===== src/rtl/pipe_pkg.sv =====
// -----------------------------------------------------------------------------
// pipe_pkg
// Shared definitions for the elastic pipeline slice.
//   stage_state_e  : occupancy state of one skid stage (EMPTY, HALF, FULL)
//   MAX_PIPE_DEPTH : largest supported number of chained stages
//   cnt_width()    : width of the occupancy counter for a given depth; never
//                    returns 0 so that a DEPTH=0 build still has a legal port
// -----------------------------------------------------------------------------
package pipe_pkg;

    localparam int unsigned MAX_PIPE_DEPTH = 32'd16;

    typedef enum logic [1:0] {
        EMPTY = 2'd0,
        HALF  = 2'd1,
        FULL  = 2'd2
    } stage_state_e;

    function automatic int unsigned cnt_width(input int unsigned depth);
        if (depth == 32'd0) begin
            return 32'd1;
        end else begin
            return $clog2(32'd2 * depth + 32'd1);
        end
    endfunction

endpackage


===== src/rtl/pipe_skid_stage.sv =====
// -----------------------------------------------------------------------------
// pipe_skid_stage
// One fully registered valid/ready skid stage holding up to two entries.
// The main register always drives o_data; the skid register catches the word
// accepted in the cycle where downstream stalls, which lets i_ready come
// straight from a flop instead of from o_ready.
// Ports:
//   clk, rst         : clock, synchronous active-high reset
//   i_valid, i_ready : upstream handshake (i_ready registered)
//   i_data           : upstream data
//   o_valid, o_ready : downstream handshake (o_valid registered)
//   o_data           : downstream data (main register)
// -----------------------------------------------------------------------------
module pipe_skid_stage
    import pipe_pkg::*;
#(
    parameter int unsigned WIDTH = 16
) (
    input  logic             clk,
    input  logic             rst,
    input  logic             i_valid,
    output logic             i_ready,
    input  logic [WIDTH-1:0] i_data,
    output logic             o_valid,
    input  logic             o_ready,
    output logic [WIDTH-1:0] o_data
);

    stage_state_e     state_r;
    stage_state_e     state_nxt_s;
    logic [WIDTH-1:0] main_r;
    logic [WIDTH-1:0] skid_r;
    logic             ready_r;
    logic             valid_r;
    logic             in_xfer_s;
    logic             out_xfer_s;
    logic             load_main_in_s;
    logic             load_main_skid_s;
    logic             load_skid_s;

    assign in_xfer_s  = i_valid & ready_r;
    assign out_xfer_s = valid_r & o_ready;

    assign i_ready = ready_r;
    assign o_valid = valid_r;
    assign o_data  = main_r;

    // Next-state and register-load decode for the EMPTY/HALF/FULL machine
    always_comb begin
        state_nxt_s      = state_r;
        load_main_in_s   = 1'b0;
        load_main_skid_s = 1'b0;
        load_skid_s      = 1'b0;
        case (state_r)
            EMPTY: begin
                if (in_xfer_s) begin
                    state_nxt_s    = HALF;
                    load_main_in_s = 1'b1;
                end else begin
                    state_nxt_s = EMPTY;
                end
            end
            HALF: begin
                if (in_xfer_s && out_xfer_s) begin
                    state_nxt_s    = HALF;
                    load_main_in_s = 1'b1;
                end else if (in_xfer_s) begin
                    state_nxt_s = FULL;
                    load_skid_s = 1'b1;
                end else if (out_xfer_s) begin
                    state_nxt_s = EMPTY;
                end else begin
                    state_nxt_s = HALF;
                end
            end
            FULL: begin
                // ready_r is low in FULL, so no input transfer can arrive here
                if (out_xfer_s) begin
                    state_nxt_s      = HALF;
                    load_main_skid_s = 1'b1;
                end else begin
                    state_nxt_s = FULL;
                end
            end
            default: begin
                state_nxt_s = EMPTY;
            end
        endcase
    end

    // State and registered handshake outputs, derived from the next state
    always_ff @(posedge clk) begin
        if (rst) begin
            state_r <= EMPTY;
            ready_r <= 1'b1;
            valid_r <= 1'b0;
        end else begin
            state_r <= state_nxt_s;
            ready_r <= (state_nxt_s != FULL);
            valid_r <= (state_nxt_s != EMPTY);
        end
    end

    // Main data register: loads only from input or skid on a transfer
    always_ff @(posedge clk) begin
        if (rst) begin
            main_r <= {WIDTH{1'b0}};
        end else if (load_main_in_s) begin
            main_r <= i_data;
        end else if (load_main_skid_s) begin
            main_r <= skid_r;
        end else begin
            main_r <= main_r;
        end
    end

    // Skid data register: catches the word accepted while downstream stalls
    always_ff @(posedge clk) begin
        if (rst) begin
            skid_r <= {WIDTH{1'b0}};
        end else if (load_skid_s) begin
            skid_r <= i_data;
        end else begin
            skid_r <= skid_r;
        end
    end

endmodule


===== src/rtl/elastic_pipe.sv =====
// -----------------------------------------------------------------------------
// elastic_pipe
// Chain of DEPTH pipe_skid_stage instances forming a registered valid/ready
// pipeline with capacity 2*DEPTH. DEPTH=0 degenerates to plain wires.
// Optional feature macro: PIPE_OCCUPANCY_EN adds the o_count occupancy port.
// Ports:
//   clk, rst         : clock, synchronous active-high reset
//   i_valid, i_ready : upstream handshake
//   i_data           : upstream data (WIDTH bits)
//   o_valid, o_ready : downstream handshake
//   o_data           : downstream data (WIDTH bits)
//   o_count          : entries held (only with PIPE_OCCUPANCY_EN)
// -----------------------------------------------------------------------------
module elastic_pipe
    import pipe_pkg::*;
#(
    parameter  int unsigned WIDTH = 16,
    parameter  int unsigned DEPTH = 2,
    localparam int unsigned CNT_W = cnt_width(DEPTH)
) (
    input  logic             clk,
    input  logic             rst,
    input  logic             i_valid,
    output logic             i_ready,
    input  logic [WIDTH-1:0] i_data,
    output logic             o_valid,
    input  logic             o_ready,
    output logic [WIDTH-1:0] o_data
`ifdef PIPE_OCCUPANCY_EN
    ,
    output logic [CNT_W-1:0] o_count
`endif
);

    generate
        if (DEPTH == 32'd0) begin : g_wire
            assign o_valid = i_valid;
            assign o_data  = i_data;
            assign i_ready = o_ready;
        end else begin : g_chain
            // Index k is the input side of stage k; index DEPTH is the output
            logic [DEPTH:0]            valid_s;
            logic [DEPTH:0]            ready_s;
            logic [DEPTH:0][WIDTH-1:0] data_s;

            assign valid_s[0]     = i_valid;
            assign data_s[0]      = i_data;
            assign i_ready        = ready_s[0];
            assign o_valid        = valid_s[DEPTH];
            assign o_data         = data_s[DEPTH];
            assign ready_s[DEPTH] = o_ready;

            for (genvar k = 0; k < DEPTH; k++) begin : g_stage
                pipe_skid_stage #(
                    .WIDTH (WIDTH)
                ) u_stage (
                    .clk     (clk),
                    .rst     (rst),
                    .i_valid (valid_s[k]),
                    .i_ready (ready_s[k]),
                    .i_data  (data_s[k]),
                    .o_valid (valid_s[k+1]),
                    .o_ready (ready_s[k+1]),
                    .o_data  (data_s[k+1])
                );
            end
        end
    endgenerate

`ifdef PIPE_OCCUPANCY_EN
    logic [CNT_W-1:0] cnt_r;
    logic             cnt_in_s;
    logic             cnt_out_s;

    assign cnt_in_s  = i_valid & i_ready;
    assign cnt_out_s = o_valid & o_ready;
    assign o_count   = cnt_r;

    // Occupancy counter; capacity back-pressure keeps it within 2*DEPTH
    always_ff @(posedge clk) begin
        if (rst) begin
            cnt_r <= {CNT_W{1'b0}};
        end else if (cnt_in_s && !cnt_out_s) begin
            cnt_r <= cnt_r + CNT_W'(1);
        end else if (!cnt_in_s && cnt_out_s) begin
            cnt_r <= cnt_r - CNT_W'(1);
        end else begin
            cnt_r <= cnt_r;
        end
    end
`endif

endmodule


===== config.mk =====
export PLATFORM = sky130hd
export DESIGN_NAME = elastic_pipe
export DESIGN_NICKNAME = d
export VERILOG_FILES = /design/src/rtl/pipe_pkg.sv /design/src/rtl/pipe_skid_stage.sv /design/src/rtl/elastic_pipe.sv
export SDC_FILE = /design/constraint.sdc
export NUM_CORES = 1
export LEC_CHECK = 0
export CAP_MARGIN = 20
export CORE_MARGIN = 2
export CORE_UTILIZATION = 50
export CTS_BUF_LIST = sky130_fd_sc_hd__clkbuf_8 sky130_fd_sc_hd__clkbuf_16
export DETAILED_ROUTE_END_ITERATION = 16
export PLACE_DENSITY = 0.72
export SYNTH_ARGS = -nofsm -noshare
export SYNTH_HDL_FRONTEND = slang
export SYNTH_SLANG_ARGS = --single-unit

===== constraint.sdc =====
create_clock -name clk -period 2 [get_ports clk]
set_input_delay 0.4 -clock clk [delete_from_list [all_inputs] [get_ports clk]]
set_output_delay 0.4 -clock clk [all_outputs]
set_load 0.02 [all_outputs]

==> summary.md, run 1 <==
| Metric | Value |
|---|---|
| Setup Buffers After CTS | `0` |
| Tot Pwr | `3.549 mW` |
| Row Count | `30` |
| Die Y | `86.50 um` |
| Layout cell share with drive strength beyond 1 | `13.67%` |
| CTS H-tree depth | `3` |
| TritonCTS Buffers | `9` |
| Slew Limit Fails | `0` |
| Post-synth top area share | `42.35%` |
| Slowest cell delay on critical path | `0.67 ns` |
| Status | `complete, no violations` |
| Clk Tree Root Cell | `clkbuf_8` |
| CTS tree | `done` |
| Clock Path Buffers | `2` |
| Hold Crit Class | `reg2reg` |
| I/O Buffers | `37` |
| Congestion Overflow GR | `0` |
| Largest driver fanout on the critical path | `8` |
| Syn Nets | `408` |
| Syn Area/Cell | `8.771 um2` |
| Crit path max-delay family | `buffers and inverters` |
| Non-Filler Cell Area, Final | `3824 um2` |
| Worst-margin pin slew | `0.6570 ns` |
| First-pass GRT wire length | `11820 um` |
| Clock Skew | `0.01034 ns` |
| FF/Latch Area | `1441 um2` |
| First-iteration detailed-routing DRC count | `164` |
| Core Area | `6681 um2` |
| Critical path arrival | `1.52 ns` |
| Seq pwr share | `46.7%` |
| WL/cell | `14.41 um` |
| Antenna diode count | `0` |
| Post-Syn Instances | `388` |
| Hpwl dp | `4550 um` |
| Critical path required time | `1.60 ns` |
| Total Routed Length | `6846 um` |
| CP max stage cell | `clkdlybuf4s50_1` |
| Max-Slew Margin vs Limit | `56.09%` |
| Worst IR Drop VDD | `0.0003839 V` |
| Via Count | `2734` |
| Clock network fraction of design power | `32.1%` |
| Vias in the first global route | `2482` |
| Period utilization | `96.20%` |
| Clock transition at path regs | `0.08 ns` |
| GRT Util Overall | `19.53%` |
| Multi-input gate area | `1604 um2` |
| Post-DP Area | `3628 um2` |
| Die width | `86.50 um` |
| Ys Warns | `0` |
| Ports | `38` |
| Pin count of the biggest net entering global routing | `54` |
| Final Util | `57.23%` |
| LEAKAGE | `1.234 nW` |
| Switch Pwr | `1.062 mW` |
| Fin nets | `411` |
| CTS sink count | `72` |
| CTS resizes | `0` |
| Pwr Density | `928.2 nW/um2` |
| Int Power | `2.487 mW` |
| GP Congestion | `0.7642` |
| Fillers | `603` |
| Sw Ratio | `29.94%` |
| Crit end category | `output port` |
| Final setup violation count | `0` |
| Syn-to-layout area delta | `12.35%` |
| Synth top area cells | `dfxtp_1 42%, a311oi_2 8.8%, nand2_1 7.5%, a21oi_1 5.1%, buf_4 4.9%` |
| Die area | `7482 um2` |
| Setup TNS Final | `0 ns` |
| Antenna Nets Post-Route | `0` |
| #FFs+latches synth | `72` |
| Final setup margin | `0.07606 ns` |
| Max-cap violations | `0` |
| Power share of the combinational group | `21.2%` |
| Post-synth cell types | `31` |
| Mean number of vias per cell | `5.756` |
| CP Cell Sequence | `clkdlybuf4s50_1` |
| Post-place setup slack | `0.1100 ns` |
| Initial antenna violation count | `0` |
| Worst setup SP type | `register` |
| CP Class | `reg2out` |
| Sequential area share after synthesis | `42.35%` |
| Final count of hold timing violations | `0` |
| Starting Density | `50.94%` |
| Tmin final | `1.924 ns` |
| Fmax achieved | `0.5198 GHz` |
| Synth area leader | `dfxtp_1` |
| CTS hold repair buffers | `0` |
| Netlist Area Pre-Place | `3403 um2` |
| RSZ-0062 raised after global routing | `false` |
| Initial DRT Pass Iterations | `4` |
| Buf/Inv on CP | `1` |
| Drc violations | `0` |
| Latest clock arrival within the worst-skew pair | `0.34 ns` |
[per-layer routing]
layer	up-vias	GRT usage, %	wire, um
met3	7	4.286	296
met5	-	0	0
met4	0	7.244	114
met1	1269	28.62	3523
met2	65	28.11	2911
li1	1393	-	-
[worst register-to-register path: stages, from the launching register on]
cell and delay, ns:
dfxtp_1 0.53, and4b_1 0.63, nand2_1 0.17, a311oi_2 0.25
[final cells by class]
class,count,share of cell area (%)
clock buffers,10,3.599
multi-input cells,262,41.95
clock inverters,5,1.505
repair buffers,46,12.63
well taps,80,2.618
flip-flops and latches,72,37.70
[registers in the layout (all words and copies together) (netlist names)]
signal                           cells
g_chain.g_stage.u_stage.o_data      32
g_chain.g_stage.u_stage.i_ready      2
g_chain.g_stage.u_stage.o_valid      2
g_chain.g_stage.u_stage.state_r      4
g_chain.g_stage.u_stage.skid_r      32
[power groups by stage]
stage / Clock (mW) / Sequential, mW / Combinational, mW
2_1_floorplan: 0 / 1.65 / 0.611
3_3_place_gp: 0 / 1.68 / 0.741
3_5_place_dp: 0 / 1.69 / 0.747
4_1_cts: 1.16 / 1.66 / 0.751
5_1_grt: 1.21 / 1.68 / 0.818
6_report: 1.14 / 1.66 / 0.752
[cell usage after synthesis]
cell type and instances:
nand4_1 2, buf_4 22, buf_6 5, a21boi_4 2, clkbuf_1 11, nand2b_1 2, nand3b_1 2, nor3_1 32
o21ai_1 1, a21bo_2 2, nand3_1 32, a211oi_1 2, a211o_1 1, a21oi_1 35, a311oi_1 12, and4b_1 2
dfxtp_1 72, and3b_1 2, or2b_1 1, buf_12 1, a21o_2 1, a21boi_0 1, nor3b_1 1, nor4bb_1 2
o21ai_0 33, nand2_1 68, a311oi_2 20, nand2_4 2, a21o_1 2, nand4b_2 2, buf_2 15
[path summary, 6_finish.rpt]
kind,depth (start not counted),slack [ns],endpoint,startpoint
min,2,0.48,g_chain.g_stage[0].u_stage.skid_r[5],g_chain.g_stage[0].u_stage.skid_r[5]
max,1,0.08,o_valid,g_chain.g_stage[1].u_stage.o_valid
min reg2reg,2,0.48,g_chain.g_stage[0].u_stage.skid_r[5],g_chain.g_stage[0].u_stage.skid_r[5]
max reg2reg,3,0.35,g_chain.g_stage[0].u_stage.o_data[8],g_chain.g_stage[1].u_stage.i_ready
[metrics by stage]
step                cells  hold slack (ns)
floorplan             388           0.4541
global placement      460           0.4618
detailed placement    460           0.4699
CTS                   475           0.4771
global route          475           0.5054
finish                475           0.4808
[logic make-up (layout without fill, tap and decap cells)]
logic type / Yosys count / in the layout / synth area share (%)
AO/OA/AOI/OAI: 112 / 112 / 25.37
buffers and inverters: 54 / 61 / 10.51
flip-flops: 72 / 72 / 42.35
AND/OR/NAND/NOR: 150 / 150 / 21.76
[cell usage in the layout, fill, tap and decap left out, drive strengths merged]
cell,netlist,final
o21ai,34,34
clkbuf,11,10
and3b,2,2
nand4,2,2
nor3,32,32
a21o,3,3
a21boi,3,3
a21oi,35,35
nand2,70,70
a311oi,32,32
nand2b,2,2
a211o,1,1
clkdlybuf4s50,0,36
a21bo,2,2
nor3b,1,1
or2b,1,1
a211oi,2,2
nor4bb,2,2
dfxtp,72,72
nand3b,2,2
nand4b,2,2
bufinv,0,1
and4b,2,2
nand3,32,32
clkinv,0,4
buf,43,10
Power figures use the tool's default switching activity.
==> inputs of run 2 (changes only) <==
--- a/config.mk
+++ b/config.mk
@@ -11,6 +11,7 @@
 export CTS_BUF_LIST = sky130_fd_sc_hd__clkbuf_8 sky130_fd_sc_hd__clkbuf_16
 export DETAILED_ROUTE_END_ITERATION = 16
 export PLACE_DENSITY = 0.72
+export SLEW_MARGIN = 10
 export SYNTH_ARGS = -nofsm -noshare
 export SYNTH_HDL_FRONTEND = slang
 export SYNTH_SLANG_ARGS = --single-unit
==> results of run 2 <==
Same layout as run 1: the final DEF is identical, and so are final timing and power.
==> inputs of run 3 (changes only) <==
--- a/config.mk
+++ b/config.mk
@@ -15,3 +15,4 @@
 export SYNTH_ARGS = -nofsm -noshare
 export SYNTH_HDL_FRONTEND = slang
 export SYNTH_SLANG_ARGS = --single-unit
+export TNS_END_PERCENT = 1
==> results of run 3 <==
Same layout as run 1: the final DEF is identical, and so are final timing and power.
